File: src/rtl/cube_pkg.sv
// Shared types and constants for the 3x3x3 LED cube scan path.
// Frame bit index is plane*9 + layer*3 + row.
package cube_pkg;

    localparam int NUM_PLANES     = 3;
    localparam int ROWS_PER_PLANE = 9;
    localparam int FRAME_W        = 27;

    typedef enum logic [1:0] {
        S_IDLE,
        S_BLANK,
        S_DRIVE
    } state_e;

    function automatic logic [ROWS_PER_PLANE-1:0] plane_slice(
        input logic [FRAME_W-1:0] f,
        input logic [1:0]         p
    );
        logic [ROWS_PER_PLANE-1:0] s;
        case (p)
            2'd1:    s = f[17:9];
            2'd2:    s = f[26:18];
            default: s = f[8:0];
        endcase
        return s;
    endfunction

endpackage

File: src/rtl/cube_frame_dbuf.sv
// Pending/active frame double buffer with a valid/ready load port.
// A swap request only moves data when the pending slot holds a frame.
module cube_frame_dbuf
    import cube_pkg::*;
(
    input  logic               clk,
    input  logic               rst,
    input  logic [FRAME_W-1:0] frame_i,
    input  logic               valid_i,
    output logic               ready_o,
    input  logic               swap_req_i,
    output logic [FRAME_W-1:0] active_o
);

    logic [FRAME_W-1:0] pending_q, pending_d;
    logic [FRAME_W-1:0] active_q, active_d;
    logic               full_q, full_d;
    logic               accept;

    assign accept   = valid_i & ~full_q;
    assign ready_o  = ~full_q;
    assign active_o = active_q;

    // Accept needs an empty slot and swap needs a full one, so they never collide.
    always_comb begin
        pending_d = pending_q;
        active_d  = active_q;
        full_d    = full_q;
        if (swap_req_i && full_q) begin
            active_d = pending_q;
            full_d   = 1'b0;
        end
        if (accept) begin
            pending_d = frame_i;
            full_d    = 1'b1;
        end
    end

    always_ff @(posedge clk) begin
        if (rst) begin
            pending_q <= '0;
            active_q  <= '0;
            full_q    <= 1'b0;
        end else begin
            pending_q <= pending_d;
            active_q  <= active_d;
            full_q    <= full_d;
        end
    end

endmodule

File: src/rtl/cube_scan_scheduler.sv
// Plane-by-plane scan controller for the 3x3x3 LED cube with
// blanking between planes; outputs decode registers only.
module cube_scan_scheduler
    import cube_pkg::*;
#(
    parameter int DWELL_TICKS = 4,
    parameter int BLANK_TICKS = 1
) (
    input  logic                      clk,
    input  logic                      rst,
    input  logic                      tick,
    input  logic                      enable,
    input  logic [FRAME_W-1:0]        frame_in,
    input  logic                      frame_in_valid,
    output logic                      frame_in_ready,
    output logic [NUM_PLANES-1:0]     vert,
    output logic [ROWS_PER_PLANE-1:0] row,
    output logic [1:0]                cur_plane,
    output logic                      frame_done,
    output logic                      busy
);

    localparam int MAX_T = (DWELL_TICKS > BLANK_TICKS) ? DWELL_TICKS : BLANK_TICKS;
    localparam int CW    = $clog2((MAX_T > 2) ? MAX_T : 2);

    localparam logic [CW-1:0] DWELL_LAST = CW'(DWELL_TICKS - 1);
    localparam logic [CW-1:0] BLANK_LAST =
        (BLANK_TICKS > 0) ? CW'(BLANK_TICKS - 1) : '0;
    localparam state_e     NEXT_PHASE = (BLANK_TICKS > 0) ? S_BLANK : S_DRIVE;
    localparam logic [1:0] LAST_PLANE = 2'(NUM_PLANES - 1);

    state_e               state_q, state_d;
    logic [1:0]           plane_q, plane_d;
    logic [CW-1:0]        cnt_q, cnt_d;
    logic                 done_q, done_d;
    logic                 swap_req;
    logic [FRAME_W-1:0]   active;

    cube_frame_dbuf u_dbuf (
        .clk        (clk),
        .rst        (rst),
        .frame_i    (frame_in),
        .valid_i    (frame_in_valid),
        .ready_o    (frame_in_ready),
        .swap_req_i (swap_req),
        .active_o   (active)
    );

    always_comb begin
        state_d  = state_q;
        plane_d  = plane_q;
        cnt_d    = cnt_q;
        done_d   = 1'b0;
        swap_req = (state_q == S_IDLE);
        if (!enable) begin
            state_d = S_IDLE;
            plane_d = '0;
            cnt_d   = '0;
        end else begin
            unique case (state_q)
                S_IDLE: begin
                    state_d = NEXT_PHASE;
                    plane_d = '0;
                    cnt_d   = '0;
                end
                S_BLANK: begin
                    if (tick) begin
                        if (cnt_q == BLANK_LAST) begin
                            state_d = S_DRIVE;
                            cnt_d   = '0;
                        end else begin
                            cnt_d = cnt_q + 1'b1;
                        end
                    end
                end
                S_DRIVE: begin
                    if (tick) begin
                        if (cnt_q != DWELL_LAST) begin
                            cnt_d = cnt_q + 1'b1;
                        end else begin
                            cnt_d   = '0;
                            state_d = NEXT_PHASE;
                            // Frame swap only at scan end keeps frames untorn.
                            if (plane_q == LAST_PLANE) begin
                                plane_d  = '0;
                                done_d   = 1'b1;
                                swap_req = 1'b1;
                            end else begin
                                plane_d = plane_q + 1'b1;
                            end
                        end
                    end
                end
                default: begin
                    state_d = S_IDLE;
                end
            endcase
        end
    end

    always_ff @(posedge clk) begin
        if (rst) begin
            state_q <= S_IDLE;
            plane_q <= '0;
            cnt_q   <= '0;
            done_q  <= 1'b0;
        end else begin
            state_q <= state_d;
            plane_q <= plane_d;
            cnt_q   <= cnt_d;
            done_q  <= done_d;
        end
    end

    assign vert = (state_q == S_DRIVE) ? (3'b001 << plane_q) : '0;
    assign row  = (state_q == S_DRIVE) ? plane_slice(active, plane_q) : '0;
    assign cur_plane  = plane_q;
    assign frame_done = done_q;
    assign busy       = (state_q != S_IDLE);

endmodule

File: config.mk
export PLATFORM = sky130hd
export DESIGN_NAME = cube_scan_scheduler
export DESIGN_NICKNAME = d
export VERILOG_FILES = /design/src/rtl/cube_pkg.sv /design/src/rtl/cube_frame_dbuf.sv /design/src/rtl/cube_scan_scheduler.sv
export SDC_FILE = /design/constraint.sdc
export NUM_CORES = 1
export LEC_CHECK = 0
export CAP_MARGIN = 20
export CORE_UTILIZATION = 41
export CTS_CLUSTER_DIAMETER = 30
export DETAILED_ROUTE_END_ITERATION = 7
export PLACE_DENSITY = 0.72
export SYNTH_ARGS = -nofsm -noshare
export SYNTH_HDL_FRONTEND = slang
export SYNTH_SLANG_ARGS = --single-unit
File: constraint.sdc
create_clock -name clk -period 1.7 [get_ports clk]
set_input_delay 0.34 -clock clk [delete_from_list [all_inputs] [get_ports clk]]
set_output_delay 0.34 -clock clk [all_outputs]
set_load 0.05 [all_outputs]
[Word level (Yosys, flattened, before mapping)]
Cells that the tools add are included.
Word-level totals
  logic and storage cells: 61
  register bits after elaboration: 62
  output and inout bits: 17
Cells by class
  muxes and demuxes: 25
  reduce and logical (&&, ||, !) cells: 12
  eq/ne operators: 9
  shifts and indexed selects: 1
  bitwise gates (word level): 5
  add/subtract/negate cells: 2
Operators with widths (number)
  $mux W2: 11
  $pmux W9 S2: 1
  $pmux W2 S3: 2
  $ne A2 B2 Y1 const B: 5
  $mux W9: 1
  $mux W1: 8
  $reduce_and A3 Y1: 2
  $reduce_bool A2 Y1: 3
  $reduce_or A5 Y1: 1
  $add A2 B1 Y2 const B: 2
  $eq A2 B1 Y1 const B: 2
  $eq A2 B2 Y1 const B: 2
  $logic_not A2 Y1: 2
  $not A1 Y1: 4
  $pmux W2 S2: 1
  $reduce_and A4 Y1: 1
  $mux W3: 1
  $reduce_bool A3 Y1: 1
  $shl A1 B2 Y3 const A: 1
  $reduce_or A2 Y1: 1
  $and A1 B1 Y1: 1
  $logic_and A1 B1 Y1: 1

[Longest topological paths before layout]
  depth in word-level cells: 9
  mapped depth: 8

[Modules after synthesis]
From an unflattened synthesis, not the netlist that was laid out.
Unflattened totals
  cells, all modules: 311
  area total of the unflattened synthesis: 3161.8 µm²
By module, submodules not included
  cube_frame_dbuf: cells each 216, area each 2396.0 µm², instances 1, sequential area each 1101.1 µm²
  cube_scan_scheduler: cells each 95, area each 765.7 µm², instances 1, sequential area each 140.1 µm²

[Worst setup path before layout]
Ideal clock, no wire load.
  path type: register -> output
  start point: reg plane_q[0] (netlist: cur_plane[0])
  end point: out row[0]
  data arrival time: 2.022 ns
  stages on the path, launching flop included: 6
  buffers on the path: 2
  data required time: 1.360 ns
  path slack: -0.662 ns
  path through: dfxtp_1 -> inv_1 -> ha_1 -> clkbuf_1 -> clkbuf_1 -> o211a_1
Between the ends
  longest elaborated chain between the ends: 3
Ends and longest elaborated chain
  start, declared: RTL line cube_scan_scheduler.sv:33  | logic [1:0] plane_q, plane_d;
  start signal, assigned: RTL line cube_scan_scheduler.sv:109  | plane_q <= plane_d;
  $eq A2 B2 Y1 or $eq A2 B1 Y1 (tied branches): RTL line cube_pkg.sv:20  | case (p)
  $pmux W9 S2 (*): RTL line cube_pkg.sv:20
  $mux W9 (*): RTL line cube_scan_scheduler.sv:116  | assign row = (state_q == S_DRIVE) ? plane_slice(active, plane_q) : '0;
  end, declared: RTL line cube_scan_scheduler.sv:17  | output logic [ROWS_PER_PLANE-1:0] row,
Mark *: on every way between the ends. The rest lies on a longest branch, timed or not.

[Worst setup path after layout]
  start point: reg plane_q[1] (netlist: cur_plane[1])
  end point: out row[5]
Same word-level chain as after synthesis.

==> results list <==
- Result of the run: finished with violations
- Violated checks: setup timing
- Count of max-cap constraint violations: 0
* Critical Path, Cell by Cell: inv_4 > buf_6 > ha_4 > buf_12 > nand2_4 > o211a_4 > buf_12
- Of the total power, the share spent switching nets is 0.243.
- In the final routed layout, each cell accounts on average for 13.2 µm.
* Diodes inserted: 0
* Startpoint of the tightest hold check path: rst
- Chip Width: 86.3 µm
- CTS Buf Count: 9
- R2R Setup Slk: 0.08 ns
- Syn nets: 378
- Hold Crit Depth: 3
- At the worst endpoint, the required time is 1.36 ns.
* Initial antenna violation count: 0
- Top delay family on crit path: buffers and inverters
- Die Y-Extent: 86.3 µm
- Setup repair after global routing could not meet its margin everywhere.
* Warnings, synthesis: 0
* RR Endpoint: cnt_q[0]$_SDFFE_PP0P_
- Worst Clk Skew: 0.00808 ns
- In the final layout, the share of cells above drive strength 1 is 0.264.
- Including well taps, the total number of placed cells is 470.
* Combinational Power Share: 0.117
- Internal power summed over all cells: 2.54 mW
* Category of the critical setup timing path: flip-flop to output port
- The worst register-to-register path begins at state_q[0]$_SDFFE_PP0P_.
* Async set or reset register ratio after synthesis: 0
* Number of levels the H-tree was split into: 3
- Count of clock tree sinks: 62
* Fraction of met1 tracks used by global routing: 0.243
- Final sum of negative setup slack: -3.18 ns
* Global routing's busiest layer: met2
- In the synthesized netlist the dominant register cell turns out to be dfxtp_1.
- Final instance count without filler cells: 497
- At the placement stage, the worst setup path has a slack of -0.106 ns.
- Number of cell rows: 30
- For this block, the via count after detailed routing is 2447.
- All-Layer GR Usage: 0.195
- Clock network fraction of total power: 0.425
- The initial utilization of the core area, before any placement, comes to 0.426.
- Final weighted congestion in routability-driven placement: 0.762
- The first global-routing pass estimated 11.2 mm of wire.
* Crit path time final: 2.05 ns
- Latest clock arrival within the worst-skew pair: 0.34 ns
* Count of buffers inserted at the top-level ports: 48
- CTS tree: yes
- At the end of the flow, the number of nets in the layout was 440.
* Buffer levels on the longest clock path: 2
- Summing internal, switching and leakage power gives 3.36 mW.
- Core box area: 6830 µm²
* Total detailed-routing wirelength: 6.58 mm
* Number of DRC violations after detailed-routing iteration 0: 131
- Entering global routing, the biggest net connects 71 pins.
- Final-report max-slew violation count: 0
- Final hold analysis gives a worst-case slack of 0.424 ns.
* Fin crit share: 1.20
- The mapped netlist covers 2910 µm².
* Met3 demand-to-capacity share in global routing: 0.0381
- In this run, synthesis inferred 0 flip-flops with an integrated enable.
- The library cell used most frequently in the layout, excluding fill and tap cells, is dfxtp_1.
- Mean Syn Cell Area: 8.72 µm²
- Highest cell delay on the worst timing path: 0.37 ns
- Cell count of the worst reg-to-reg path: 6
- The worst pin sits at a relative slew slack of 0.755.
* Flop pwr share: 0.458
- The path with the worst hold slack has its endpoint at u_dbuf.pending_q[1]$_SDFFE_PP0P_.
- Of the synthesized area, sequential elements account for 0.426.
- Post-Synthesis Cells: 334
- Number of distinct library cells after synthesis: 31
- Largest fanout of any net on the critical path: 8
- In this design, the critical path's most frequently occurring cell is buf_12.
* Power spent charging and discharging nets: 0.817 mW
* Data arrival time of the critical path: 1.71 ns
- Compared with the post-synthesis result, the final layout area differs by 46.7%.
* Count of unresolved DRC violations after routing: 0
- Nature of the critical path startpoint: flip-flop
- Slew at the pin with the worst max-slew slack: 0.367 ns
* Finish-stage setup viols: 11
- Peak supply drop: 0.486 mV
- The synthesized design contains 62 register bits.
- Root buffer selected by CTS: clkbuf_8
- Half-perimeter wire length of the detailed placement result: 4.45 mm
* Achievable frequency: 488 MHz
- Capturing element type of the critical path: output port
* Gr ovfl total: 0
- For this run, global-route usage on met2 was measured as 0.312.
* Pre-antenna DRT Iters: 4
- Number of fill cells in the layout: 584
- Clk slew on worst S/H paths: 0.07 ns
* Slowest cell on the critical path: dfxtp_4
- The min-delay analysis places its worst path in the category input port to flip-flop.
- Number of nets still failing antenna checks after routing: 0
* CP bufs+invs: 4
- Highest-count cells in the layout ignoring fill and taps: 58 x dfxtp_1, 56 x nand2b_1, 56 x nand2_1, 32 x a21oi_1, 30 x clkdlybuf4s50_1
- The number of global-route vias before repair is 2352.
- The number of hold buffers added after CTS was 0.
- Hold Vio Cnt, Final: 0
- Dividing the detail-routed via count by the number of cells gives 4.92.
- Final setup margin: -0.348 ns
- Power density normalized to cell area: 787 nW/µm²
- 49 I/O pins were placed.
- Full die area: 7440 µm²
* Leakage power figure: 1.67 nW
[logic make-up (layout without fill, tap and decap cells)]
group,Yosys count,count (layout),synth area share
buf+inv,34,101,0.0520
simple gates,134,134,0.231
mux,27,27,0.0928
flops,62,62,0.426
compound gates,65,65,0.146
fa+ha+maj,12,12,0.0516
[Yosys cell counts, types with 3 or more instances]
cell type | count | area, µm²
nand2_1 | 65 | 244
dfxtp_1 | 62 | 1240
nand2b_1 | 56 | 350
a21oi_1 | 33 | 165
mux2i_1 | 27 | 270
clkbuf_1 | 12 | 45.0
ha_1 | 12 | 150
inv_1 | 10 | 37.5
a22oi_1 | 9 | 67.6
o211a_1 | 9 | 90.1
buf_1 | 5 | 18.8
o21ai_0 | 5 | 25.0
buf_2 | 4 | 20.0
and2_1 | 3 | 18.8
[worst max-delay path by stage]
| stage | start | endpoint | slack (ns) | cells after the start |
|---|---|---|---|---|
| global route | cur_plane[1]$_SDFFE_PP0P_ | row[6] | -0.40 | 7 |
| detailed placement | tick | state_q[0]$_SDFFE_PP0P_ | -0.11 | 4 |
| finish | cur_plane[1]$_SDFFE_PP0P_ | row[5] | -0.35 | 7 |
| CTS | cur_plane[1]$_SDFFE_PP0P_ | row[5] | -0.34 | 7 |
| global placement | tick | state_q[0]$_SDFFE_PP0P_ | -0.11 | 4 |
| floorplan | cur_plane[0]$_SDFFE_PP0P_ | vert[1] | 0.005 | 3 |
[per-stage QoR]
stage / utilization / area [µm²]
CTS: 0.622 / 4250
detailed placement: 0.553 / 3780
floorplan: - / 3050
global placement: 0.553 / 3780
finish: 0.625 / 4270
global route: 0.625 / 4270
[layer usage]
| metal | wire, µm | vias up |
|---|---|---|
| li1 | - | 1233 |
| met1 | 2980 | 1134 |
| met2 | 3140 | 65 |
| met3 | 241 | 15 |
| met4 | 216 | 0 |
| met5 | 0 | - |
[flip-flops by register name, summed over array words and instances, names as in the netlist]
| name | count |
|---|---|
| frame_done | 1 |
| state_q | 2 |
| u_dbuf.full_q | 1 |
| u_dbuf.pending_q | 27 |
| cur_plane | 2 |
| u_dbuf.active_o | 27 |
| cnt_q | 2 |
[power groups by stage]
stage / sequential, mW / clock, mW / combinational [mW]
6_report: 1.54 / 1.43 / 0.392
5_1_grt: 1.54 / 1.53 / 0.429
4_1_cts: 1.54 / 1.46 / 0.385
3_5_place_dp: 1.57 / 0 / 0.378
3_3_place_gp: 1.57 / 0 / 0.373
2_1_floorplan: 1.56 / 0 / 0.225
[worst min-delay path, delay by kind of cell]
family                 cells  cell delay (ns)
AOI/OAI and AO/OA          1             0.05
buffers and inverters      2             0.33
[final cells by class]
cell class	instances	area, µm²	area share
Clock inverter	7	96.3	0.0226
Inverter	10	48.8	0.0114
Sequential cell	62	1250	0.293
Tap cell	96	120	0.0281
Timing Repair Buffer	75	885	0.207
Clock buffer	9	124	0.0290
Multi-Input combinational cell	238	1750	0.409
[repair_timing]
action	4_1_cts	5_1_grt
pin swaps	3	2
setup endpoints to repair	13	15
buffers inserted	10	1
resized for setup	44	5
Power figures use the tool's default switching activity.
